## src/rtl/if_id_fetch_queue.sv

```systemverilog
`default_nettype none
// ============================================================================
// Module      : if_id_fetch_queue
// Description : DEPTH-entry instruction/PC queue between fetch and decode
//               with valid/ready handshakes on both sides, redirect flush,
//               and head-of-queue branch-class decode (pc_src).
// Revision    : 1.0 - initial release
// ============================================================================
module if_id_fetch_queue #(
    parameter int DATA_W = 32,
    parameter int DEPTH  = 4,
    localparam int CNT_W = $clog2(DEPTH + 1)
) (
    input  logic              clk,
    input  logic              reset,
    input  logic              in_valid,
    input  logic [DATA_W-1:0] in_instr,
    input  logic [DATA_W-1:0] in_pc,
    output logic              in_ready,
    output logic              out_valid,
    output logic [DATA_W-1:0] out_instr,
    output logic [DATA_W-1:0] out_pc,
    input  logic              out_ready,
    input  logic              flush,
    output logic [1:0]        pc_src,
    output logic [CNT_W-1:0]  count
);

    localparam int               c_PTR_W = $clog2(DEPTH);
    localparam logic [CNT_W-1:0] c_FULL  = CNT_W'(DEPTH);

    logic [DATA_W-1:0]  r_instr_mem [DEPTH];
    logic [DATA_W-1:0]  r_pc_mem    [DEPTH];
    logic [c_PTR_W-1:0] r_rd_ptr;
    logic [c_PTR_W-1:0] r_wr_ptr;
    logic [CNT_W-1:0]   r_count;

    logic               w_push;
    logic               w_pop;
    logic [5:0]         w_op;
    logic [5:0]         w_func;

    // Handshake status comes from registered occupancy only, so in_ready
    // never depends on out_ready (a full queue refuses a push even while
    // it is being popped).
    assign in_ready  = (r_count != c_FULL);
    assign out_valid = (r_count != '0);
    assign w_push    = in_valid & in_ready;
    assign w_pop     = out_valid & out_ready;
    assign count     = r_count;

    // Pointer and occupancy update; reset outranks flush, and flush
    // discards any same-cycle push or pop.
    always_ff @(posedge clk) begin
        if (reset || flush) begin
            r_rd_ptr <= '0;
            r_wr_ptr <= '0;
            r_count  <= '0;
        end else begin
            if (w_push) begin
                r_wr_ptr <= r_wr_ptr + c_PTR_W'(1);
            end
            if (w_pop) begin
                r_rd_ptr <= r_rd_ptr + c_PTR_W'(1);
            end
            case ({w_push, w_pop})
                2'b10:   r_count <= r_count + CNT_W'(1);
                2'b01:   r_count <= r_count - CNT_W'(1);
                default: r_count <= r_count;
            endcase
        end
    end

    // Entry storage; contents are never cleared since outputs are masked
    // whenever the queue is empty.
    always_ff @(posedge clk) begin
        if (w_push && !flush && !reset) begin
            r_instr_mem[r_wr_ptr] <= in_instr;
            r_pc_mem[r_wr_ptr]    <= in_pc;
        end
    end

    // Head entry, forced to a zero bubble while empty.
    always_comb begin
        out_instr = '0;
        out_pc    = '0;
        if (out_valid) begin
            out_instr = r_instr_mem[r_rd_ptr];
            out_pc    = r_pc_mem[r_rd_ptr];
        end
    end

    assign w_op   = out_instr[31:26];
    assign w_func = out_instr[5:0];

    // Branch-class decode of the head instruction for the next-PC mux.
    always_comb begin
        pc_src = 2'd0;
        if (out_valid) begin
            case (w_op)
                6'b000100: pc_src = 2'd1;
                6'b000010,
                6'b000011: pc_src = 2'd2;
                6'b000000: pc_src = (w_func == 6'b001000) ? 2'd3 : 2'd0;
                default:   pc_src = 2'd0;
            endcase
        end
    end

endmodule
`default_nettype wire

```

## config.mk

```make
export PLATFORM = sky130hd
export DESIGN_NAME = if_id_fetch_queue
export DESIGN_NICKNAME = d
export VERILOG_FILES = /design/src/rtl/if_id_fetch_queue.sv
export SDC_FILE = /design/constraint.sdc
export NUM_CORES = 1
export LEC_CHECK = 0
export BUFFER_PORTS_ARGS = -buffer_cell sky130_fd_sc_hd__buf_2
export CORE_ASPECT_RATIO = 2
export CORE_MARGIN = 10
export CORE_UTILIZATION = 48
export DETAILED_ROUTE_END_ITERATION = 7
export HOLD_SLACK_MARGIN = 0.15
export PLACE_DENSITY_LB_ADDON = 0.25
export SETUP_SLACK_MARGIN = 0.3
export SKIP_LAST_GASP = 1
export SYNTH_ARGS = -nofsm -noshare
export SYNTH_HDL_FRONTEND = slang
export SYNTH_SLANG_ARGS = --single-unit
```

## constraint.sdc

```tcl
create_clock -name clk -period 7.4 [get_ports clk]
set_input_delay 0.37 -clock clk [delete_from_list [all_inputs] [get_ports clk]]
set_output_delay 0.37 -clock clk [all_outputs]
set_load 0.03 [all_outputs]
```

## Word level (Yosys, flattened, before mapping)

Memory sizes are Yosys's and may differ from the RTL's. A register that Yosys moved wholly into a read port is not among the register bits.
Index checks and enable logic that the tools add are counted.

- $mul: 0
- Magnitude comparators: 0
- Muxes and demuxes: 12
- Reduce and logical (&&, ||, !) cells: 9
- Eq/ne operators: 7
- Div/mod/pow operators: 0
- $add $sub $neg: 4
- Shift-type cells: 0
- Bitwise operators: 2

Operators with widths:

| kind | number |
|---|---|
| 32-bit 2-to-1 mux | 2 |
| 6-bit by 2-bit == test with 1-bit output (second input constant) | 2 |
| 2-bit 2-to-1 mux | 6 |
| 6-bit by 3-bit == test with 1-bit output (second input constant) | 1 |
| 6-bit by 4-bit == test with 1-bit output (second input constant) | 1 |
| 6-bit zero test | 1 |
| 2-bit case mux with 3 select lines | 1 |
| 3-bit case mux with 2 select lines | 1 |
| 2-bit by 1-bit adder with 2-bit output (second input constant) | 2 |
| 3-bit by 1-bit adder with 3-bit output (second input constant) | 1 |
| 3-bit != test (second input constant) | 1 |
| 3-bit nonzero test | 1 |
| 3-bit by 1-bit subtractor with 3-bit output (second input constant) | 1 |
| 1-bit bitwise AND | 2 |
| 2-bit by 1-bit == test with 1-bit output (second input constant) | 1 |
| 2-bit == test (second input constant) | 1 |
| 1-bit logical AND | 2 |
| 1-bit zero test | 2 |
| 1-bit 2-to-1 mux | 2 |
| 2-bit nonzero test | 1 |
| 2-bit OR reduction | 1 |
| 1-bit logical OR | 1 |

- Register bits: 7
- Memories: 2
- Input bits: 69
- Output and inout port bits: 71
- Memory bits (read-only): 0
- Bits in latches: 0
- Bits in writable memories: 256

Memories:

| name | depth | width | rd ports | clocked after Yosys merged registers in | write ports | RTL line | RTL |
|---|---|---|---|---|---|---|---|
| r_instr_mem | 4 | 32 | 1 | 1 | 1 | 32 | `logic [DATA_W-1:0] r_instr_mem [DEPTH];` |
| r_pc_mem | 4 | 32 | 1 | 1 | 1 | 33 | `logic [DATA_W-1:0] r_pc_mem [DEPTH];` |

## Longest topological paths before layout

Gate-level depths: netlist of the first run.

- Word-level depth: 6
- Mapped depth: 10
- Mapped depth without buffers: 9

## Worst setup path after synthesis of the first run

Ideal clock, no wire load.

- Kind: reg-to-reg
- From: reg r_count[0] (netlist: count[0])
- To: mem r_instr_mem[0][0], enable pin
- Data required time: 6,971 ps
- Arrival: 2,710 ps
- Setup slack: 4,261 ps
- Stages on the path, launching flop included: 5
- Buffers on the path: 0
- Path through: dfxtp_1 or3b_2 nand2_1 nor2_1 and2_1

- Longest elaborated chain between the ends: 6

RTL lines:

| what | RTL line | RTL |
|---|---|---|
| from (decl) | 36 | `logic [CNT_W-1:0] r_count;` |
| from (signal assigned) | 67 | `2'b10: r_count <= r_count + CNT_W'(1);` |
| from (signal assigned) | 68 | `2'b01: r_count <= r_count - CNT_W'(1);` |
| from (signal assigned) | 69 | `default: r_count <= r_count;` |
| 3-bit != test | 46 | `assign in_ready = (r_count != c_FULL);` |
| net in_ready | 19 | `output logic in_ready,` |
| 1-bit bitwise AND | 48 | `assign w_push = in_valid & in_ready;` |
| 1-bit logical AND (2 in series) | 77 | `if (w_push && !flush && !reset) begin` |
| 1-bit 2-to-1 mux | 77 |  |
| 1-bit 2-to-1 mux (implied by the code) | 78 | `r_instr_mem[r_wr_ptr] <= in_instr;` |
| to (decl) | 32 |  |

The timed path passes the listed nets, and every way through them passes these cells.

==> results by group, run 1 <==
Outcome
  • Status: finished clean

Clock tree
  • CTS tree: done
  • Worst-path clk slew: ~70 ps
  • CTS H-Tree Depth: 1
  • CTS Buffer Depth: 3
  • Cts hold-fix bufs: 65
  • Worst skew pair latency: roughly 510 ps
  • Post-CTS sizing: 0
  • Clock Tree Root: clkbuf_16
  • Post-CTS Setup Bufs: 0
  • CTS buffer count: 23
  • Clock sinks: roughly 270

STA
  • Hold Fails Final Rpt: 0
  • Fin crit share: 0.544
  • Max Slew Vio Count: 0
  • Peak Freq: 248 MHz
  • Slew HR: 0.324
  • Worst-Margin Slew: 1010 ps
  • RSZ-0062 raised after global routing: no
  • Setup violations, final: 0
  • Clk_skew: just over 7 ps
  • Final Critical Period: roughly 4000 ps
  • Final worst slack: between 3000 and 4000 ps
  • Setup TNS: 0 ps
  • Hold_ws: 223 ps

Worst setup path
  • WS Path Type: reg2out
  • Crit path DAT: ~3700 ps
  • Worst setup SP type: flip-flop
  • Worst Path Required: 7030 ps
  • Critical Path Fanout Max: 38
  • CP Capture Type: output pin
  • CP peak stage delay: 700 ps
  • Worst-path cell chain: buf_4 -> mux4_1 -> nor3_1 -> nand3_1 -> a2111oi_2 -> buf_2
  • Critical path's slowest cell: dfxtp_4

Logic synthesis
  • Syn avg cell area: 21.6 sq um
  • Largest cells by area after synthesis: edfxtp_1, mux4_2, and2_1, dfxtp_1, mux4_1
  • Synth top area share: 0.755
  • Syn Inst Count: about 470
  • Commonest cells post-synth: edfxtp_1, and2_1, mux4_2
  • Number of synthesized flops with an enable pin: 256
  • Synth area leader: edfxtp_1
  • Synth Register Bits: roughly 270
  • Mapped Area: 10200 sq um
  • Sequential fraction of the synthesis area: 0.773
  • Ys flop type: edfxtp_1
  • Ys async rst share: 0
  • Synth Warn #: 0
  • Count leader, synth: edfxtp_1
  • Syn Nets: roughly 550
  • Synth unique cells: 28

Routing
  • DRC: 0
  • Via count: roughly 5000
  • Vias per cell: ~5.3
  • TritonRoute pass-1 iters: 4
  • WL/cell: between 20 and 25 um
  • Routed Antenna Nets: 0
  • Initial drt markers: about 280
  • Total Wirelength: 20800 um

Final layout
  • Layout cell share with drive strength beyond 1: 0.347
  • Layout area overhead: 23.0%
  • Multi-input logic area: roughly 2200 sq um
  • Filler Cell Count: around 1500
  • Cell Count, Final, Fillers Out: around 960
  • Nets: about 760
  • FF/Latch Area: 7880 sq um
  • Final Util: 0.598

Global route
  • Largest net degree at the start of global routing: 66
  • Initial antenna violation count: 1
  • First-pass GRT wire length: roughly 32000 um
  • Grt total ovfl: 0
  • GRT Total Usage: 0.152
  • Vias in the first global route: around 5800

Hold path
  • Worst Hold Class: in2reg

Placed design
  • Post-Place Worst Slack: around 3800 ps
  • RePlAce Congestion: about 0.73
  • HPWL after DPL: between 10000 and 15000 um
  • Placed cells: between 800 and 900
  • # port buffers: 139

Die
  • Site Rows: 75
  • Io pins: 140
  • Die ar.: around 28000 sq um
  • Core Area: 20900 sq um
  • Die height: approximately 230 um
  • Die W: between 100 and 150 um
  • Initial Util: 0.487

Power
  • Leak: 4.32 nW
  • Power per cell area: between 200 and 250 nW/um^2
  • Max IR drop VDD: around 0.0002 V

Run
  • Maxcap violations: 0
## layer usage
metal	track usage	part of all wire
met5	0	0
met1	0.168	0.37
met3	0.0298	0.050
met4	0.0642	0.033
met2	0.276	0.55
## report_power, final
part           internal (mW)  total (mW)  switching (mW)
combinational         0.0847       0.209           0.124
clock                  0.672        1.17           0.499
sequential              1.66        1.67         0.00672
## state kept, by name (all words and copies together), names as in the netlist, named ones only
signal and count:
r_instr_mem 128, r_pc_mem 128, count 3, r_rd_ptr 2
r_wr_ptr 2
## cell usage in the layout (no fill, tap or decap), drive strengths merged
master         n
nor3           3
or2            1
mux2i          1
dfxtp          9
nor2          11
buf          141
clkinvlp       3
nand2          3
or3            1
o21ai          1
diode          1
nand3          3
clkbuf        26
and2          68
a2111oi        1
inv            8
edfxtp       256
mux2           1
ha             5
nor2b          1
bufinv         3
mux4          63
clkinv         7
or3b           1
xnor2          2
fa             1
o211ai         1
dlygate4sd3   65
a21oi          5
xor2           3
## worst max-delay path: cells and delay by family, from the launching register on
kind | cells | cell delay [ps]
AOI/OAI and AO/OA | 1 | 400
buffers and inverters | 2 | 970
muxes | 1 | 660
DFF | 1 | 700
and+or+nand+nor | 2 | 320
## kinds of logic (layout without fill, tap and decap cells)
kind of cell | after synthesis | in the layout | share of synthesized area
AOI/OAI and AO/OA | 8 | 8 | 0.00516
xor gates and xnor gates | 5 | 5 | 0.00430
adders and majority gates | 6 | 6 | 0.00811
buffers and inverters | 30 | 253 | 0.0135
DFF | 265 | 265 | 0.773
muxes | 65 | 65 | 0.143
other | 0 | 1 | 0
and+or+nand+nor | 92 | 92 | 0.0531
## area by class of cell
| type | instances | share of cell area |
|---|---|---|
| Clock buffer | 26 | 0.0469 |
| Sequential cell | 265 | 0.629 |
| Inverter | 8 | 0.00240 |
| Antenna cell | 1 | 0.000200 |
| Clock inverter | 13 | 0.0112 |
| Tap cell | 269 | 0.0269 |
| Timing Repair Buffer | 206 | 0.109 |
| Multi-Input combinational cell | 176 | 0.175 |
## metrics by stage
step                power, mW  instance area (sq um)
floorplan                1.81                  10200
global placement         1.88                  11100
detailed placement       1.88                  11100
CTS                      3.09                  12500
global route             3.15                  12500
finish                   3.05                  12500
## final timing paths
kind,from,endpoint,slack [ps],cells after the start
setup / recovery,flip-flop,pc_src[1],3370,6
setup reg to reg,count[1],count[2],4590,10
hold / removal,flush,flip-flop,220,3
hold reg to reg,r_wr_ptr[1],r_wr_ptr[1],520,2
(Power assumes the default switching activity.)
==> run 2: changes to the inputs <==
- clock period: 7.4 -> 3.2 ns (I/O delays scaled with it)
==> run 2 against run 1 <==
Effect of this change: critical path depth is 1 lower; die area stayed put; global-route usage is 0.16 points higher; routed wire length is 1.1% higher; sequential power is 130% higher; register-to-register slack worse by 3900 ps; first-iteration DRC count is 1.4% higher; clock power is 130% higher; sequential share of layout area is 1.1 points lower; core utilization is 1.1 points higher; worst setup slack worse by 2900 ps; hold slack better by 190 ps; critical endpoint unchanged; largest cell class unchanged.
==> results by group, run 2 (synthesis results as in run 1) <==
Outcome
  • Status: finished clean

Worst setup path
  • Worst setup SP type: flip-flop
  • CP peak stage delay: 630 ps
  • Worst Path Required: between 3000 and 4000 ps
  • Reg2reg setup slack: 710 ps
  • Worst-path cell chain: mux4_2 -> nor3_2 -> nor2_1 -> a2111oi_2 -> buf_2
  • End of the critical path: pc_src[1]
  • Critical Path Fanout Max: 30
  • CP Capture Type: output pin
  • Worst Reg-to-Reg Cells: 9
  • Worst path buffer plus inverter count: 1
  • Critical path's slowest cell: dfxtp_4
  • WS Path Type: reg2out
  • RR Startpoint: count[0]
  • Stages on worst setup path: 5
  • Delay-heaviest family, CP: flip-flops
  • Crit path DAT: approximately 2600 ps
  • RR Endpoint: count[2]

Clock tree
  • CTS H-Tree Depth: 1
  • CTS Buffer Depth: 3
  • Clock sinks: roughly 270
  • Clock Tree Root: clkbuf_16
  • Worst skew pair latency: approximately 500 ps
  • CTS buffer count: 23
  • CTS tree: done
  • Worst-path clk slew: 70 ps

STA
  • Slew HR: 0.630
  • Clk_skew: ~13 ps
  • Hold Fails Final Rpt: 0
  • Max Slew Vio Count: 0
  • Peak Freq: between 300 and 400 MHz
  • Worst-Margin Slew: about 560 ps
  • RSZ-0062 raised after global routing: no
  • Setup violations, final: 0
  • Setup TNS: 0 ps
  • Final Critical Period: 2740 ps
  • Fin crit share: 0.856

Final layout
  • Multi-input logic area: around 2200 sq um
  • Nets: around 770
  • FF/Latch Area: around 7900 sq um
  • Cell Count, Final, Fillers Out: 982
  • Layout cell share with drive strength beyond 1: 0.360
  • Antenna diode count: 0
  • Most frequent cells in the layout: edfxtp_1, buf_2, dlygate4sd3_1, and2_1, mux4_2
  • Layout area overhead: 25.2%
  • Filler Cell Count: about 1500
  • Commonest non-fill, non-tap cell in the layout: edfxtp_1

Run
  • Maxcap violations: 0

Global route
  • GRT Total Usage: 0.154
  • Initial antenna violation count: 0
  • Grt total ovfl: 0
  • Vias in the first global route: about 5900
  • First-pass GRT wire length: between 30000 and 40000 um
  • Largest net degree at the start of global routing: 42

Power
  • Leak: 4.45 nW
  • Switching share of power: 0.207
  • Max IR drop VDD: 0.000393 V
  • Int Power: roughly 5.6 mW
  • Combinational Power Share: 0.071
  • Clock share of power: 0.385
  • Power per cell area: between 500 and 600 nW/um^2
  • Flop pwr share: 0.545
  • Net Switching: 1.46 mW

Placed design
  • HPWL after DPL: 13400 um
  • # port buffers: approximately 140
  • RePlAce Congestion: a little over 0.7
  • Placed cells: between 800 and 900

Routing
  • Top layer in use: met4
  • Met1 wire length: 7750 um
  • TritonRoute pass-1 iters: 4
  • Total Wirelength: between 20000 and 25000 um
  • Vias per cell: ~5.2
  • Met3 WL: 1130 um
  • Met2 Routed Length: roughly 12000 um
  • WL/cell: about 21 um
  • Initial drt markers: between 200 and 300
  • Routed Antenna Nets: 0
  • Via count: just over 5000
  • DRC: 0

Hold path
  • Worst Hold Class: in2reg

Die
  • Die height: 226 um
  • Site Rows: 75
  • Io pins: 140
  • Initial Util: 0.487
  • Core Area: roughly 21000 sq um
  • Die ar.: roughly 28000 sq um
  • Die W: 123 um
==> run 2: repair_timing <==
| action | in CTS | in global routing |
|---|---|---|
| pin swaps | 0 | 0 |
| endpoints found under the hold margin | 265 | 0 |
| setup endpoints to repair | 24 | 1 |
| hold buffers | 69 | 0 |
| setup buffers | 1 | 3 |
| resized for setup | 0 | 1 |
==> run 2: stage by stage <==
step | util | total power [mW] | area [sq um] | worst slack [ps] | hold slack, ps
detailed placement | 0.538 | 4.36 | 11300 | 664 | 379
CTS | 0.607 | 7.14 | 12700 | 342 | 395
finish | 0.609 | 7.07 | 12700 | 461 | 410
global route | 0.609 | 7.29 | 12700 | 309 | 410
floorplan | - | 4.18 | 10200 | 657 | 259
global placement | 0.538 | 4.34 | 11300 | 696 | 369
==> run 2: cell type report <==
cell class                 instances  area share
tap                              269      0.0264
clock inverter                    13      0.0108
timing repair buffer             223       0.124
clock buffer                      28      0.0466
inverter                           8     0.00236
sequential                       265       0.618
multi-input combinational        176       0.172
==> run 2: how the worst min path moves through the flow <==
stage	from	end	slack (ps)	cells past startpoint
final	in_pc[22]	r_pc_mem[2][22]	410	2
after global routing	in_instr[24]	r_instr_mem[2][24]	410	2
after CTS	in_pc[22]	r_pc_mem[2][22]	400	2
after detailed placement	in_pc[28]	r_pc_mem[1][28]	380	1
after global placement	in_instr[15]	r_instr_mem[3][15]	370	1
after floorplan	in_instr[0]	r_instr_mem[0][0]	260	0
==> run 2: layer usage <==
metal  global-route usage  vias up
met1                0.175     2654
met3               0.0298       27
met4               0.0453        0
met2                0.282      132
met5                    0        -
li1                     -     2339
==> run 2: power groups by stage <==
stage | sequential, mW | clock (mW) | combinational, mW
floorplan | 3.93 | 0 | 0.252
global placement | 3.93 | 0 | 0.418
detailed placement | 3.93 | 0 | 0.431
CTS | 3.85 | 2.78 | 0.507
global route | 3.85 | 2.90 | 0.540
finish | 3.85 | 2.72 | 0.500
==> run 3: changes to the inputs <==
- PLACE_DENSITY: not set -> 0.71
- PLACE_DENSITY_LB_ADDON: 0.25 -> not set
==> run 3 against run 2 <==
Effect of this change: power up 0.91%; register-to-register slack better by 20 ps; maximum frequency up 0.90%; clock skew down 5.8 ps; critical path depth up 1; combinational power about the same; routed wire length down 0.42%; first-iteration DRC count down 10%; via count up 0.58%; global-route usage down 0.13 points; non-clock buffer count down 1; clock power up 2%.
==> results by group, run 3 (synthesis results as in run 1) <==
Routing
  • WL/cell: between 20 and 25 um
  • Total Wirelength: 21000 um
  • Initial drt markers: around 250
  • Vias per cell: between 5 and 6
  • Routed Antenna Nets: 0
  • DRC: 0
  • TritonRoute pass-1 iters: 5
  • Via count: 5182

Worst setup path
  • Worst Path Required: roughly 3000 ps
  • Critical Path Fanout Max: 8
  • Worst-path cell chain: buf_6 -> mux4_2 -> nor3_4 -> nor2_1 -> a2111oi_2 -> buf_4
  • Worst setup SP type: flip-flop
  • Critical path's slowest cell: mux4_2
  • CP Capture Type: output pin
  • Crit path DAT: about 2600 ps
  • WS Path Type: reg2out
  • CP peak stage delay: 560 ps
  • Reg2reg setup slack: ~730 ps

Global route
  • Vias in the first global route: roughly 5800
  • First-pass GRT wire length: between 30000 and 40000 um
  • Initial antenna violation count: 1
  • Grt total ovfl: 0
  • GRT Total Usage: 0.153
  • Largest net degree at the start of global routing: 65

Die
  • Die ar.: 27800 sq um
  • Die height: around 230 um
  • Initial Util: 0.487
  • Core Area: 20900 sq um
  • Site Rows: 75
  • Io pins: 140
  • Die W: ~120 um

STA
  • Final Critical Period: between 2000 and 3000 ps
  • Clk_skew: a little over 7 ps
  • Slew HR: 0.324
  • Max Slew Vio Count: 0
  • RSZ-0062 raised after global routing: no
  • Setup violations, final: 0
  • Final worst slack: 486 ps
  • Setup TNS: 0 ps
  • Peak Freq: around 370 MHz
  • Fin crit share: 0.848
  • Worst-Margin Slew: between 1000 and 1500 ps
  • Hold Fails Final Rpt: 0

Clock tree
  • Worst-path clk slew: 70 ps
  • CTS Buffer Depth: 3
  • Clock Tree Root: clkbuf_16
  • CTS buffer count: 23
  • Clock sinks: 265
  • CTS H-Tree Depth: 1
  • CTS tree: done
  • Worst skew pair latency: roughly 500 ps

Final layout
  • Commonest non-fill, non-tap cell in the layout: edfxtp_1
  • Filler Cell Count: ~1500
  • Nets: about 770
  • Layout area overhead: 25.2%
  • Cell Count, Final, Fillers Out: 981
  • Layout cell share with drive strength beyond 1: 0.356
  • Final Util: 0.609
  • Most frequent cells in the layout: edfxtp_1, buf_2, dlygate4sd3_1, and2_1, mux4_2

Power
  • Max IR drop VDD: a little over 0.0004 V
  • Total Power: about 7.1 mW
  • Power per cell area: about 560 nW/um^2
  • Leak: between 4 and 5 nW

Run
  • Maxcap violations: 0

Placed design
  • Placed cells: between 800 and 900
  • Post-Place Worst Slack: about 730 ps
  • # port buffers: around 140
  • RePlAce Congestion: 0.738
  • HPWL after DPL: between 10000 and 15000 um

Hold path
  • Worst Hold Class: in2reg

Outcome
  • Status: finished clean
==> run 3: cell types whose count changed in the layout (fill, tap and decap cells not counted), sizes merged <==
cell / previous run / this run
buf: 154 / 152
bufinv: 3 / 4
dlygate4sd3: 69 / 70
diode: 0 / 1
clkinv: 9 / 7
==> run 3: power by group <==
part / internal (mW) / total (mW) / leakage [nW] / switching [mW]
combinational: 0.206 / 0.501 / 1.70 / 0.294
clock: 1.64 / 2.78 / 0.362 / 1.14
sequential: 3.84 / 3.85 / 2.39 / 0.0119
==> run 3: worst paths after layout <==
check | startpoint | to | cells after the start
worst max-delay path | flip-flop | pc_src[1] | 6
worst min-delay path | in_pc[28] | r_pc_mem[0][28] | 2
worst max register to register | count[2] | count[2] | 8
worst min register to register | r_rd_ptr[0] | r_rd_ptr[0] | 2
==> run 3: timing repair <==
item / CTS / global route
buffers inserted: 4 / 3
endpoints found under the setup margin: 5 / 1
hold buffers: 70 / 0
endpoints found under the hold margin: 265 / 0
gates cloned: 0 / 0
resized for setup: 1 / 6
==> run 3: through the flow <==
stage	cell area (sq um)	hold slack (ps)
floorplan	10200	259
global placement	11200	369
detailed placement	11200	376
CTS	12700	383
global route	12800	398
finish	12800	408
==> run 3: final cells by class <==
type	count	area (sq um)	share of cell area
multi-input cells	176	2200	0.173
well taps	269	337	0.0264
clock inverters	12	160	0.0126
repair buffers	222	1550	0.122
diodes	1	2.50	0.000196
inverters	8	30.0	0.00236
clock buffers	28	594	0.0466
flip-flops and latches	265	7880	0.618
==> run 3: critical path, delay by kind of cell (launching register included) <==
kind                   cells  cell delay [ps]
DFF                        1              430
buffers and inverters      2              390
and+or+nand+nor            2              330
muxes                      1              560
AOI/OAI and AO/OA          1              340
==> run 3: metal layers <==
layer / share of wire / up-vias / global-route usage
met5: 0 / - / 0
met4: 0.028 / 0 / 0.0623
met3: 0.055 / 28 / 0.0268
met2: 0.56 / 137 / 0.277
met1: 0.36 / 2676 / 0.170
li1: - / 2341 / -
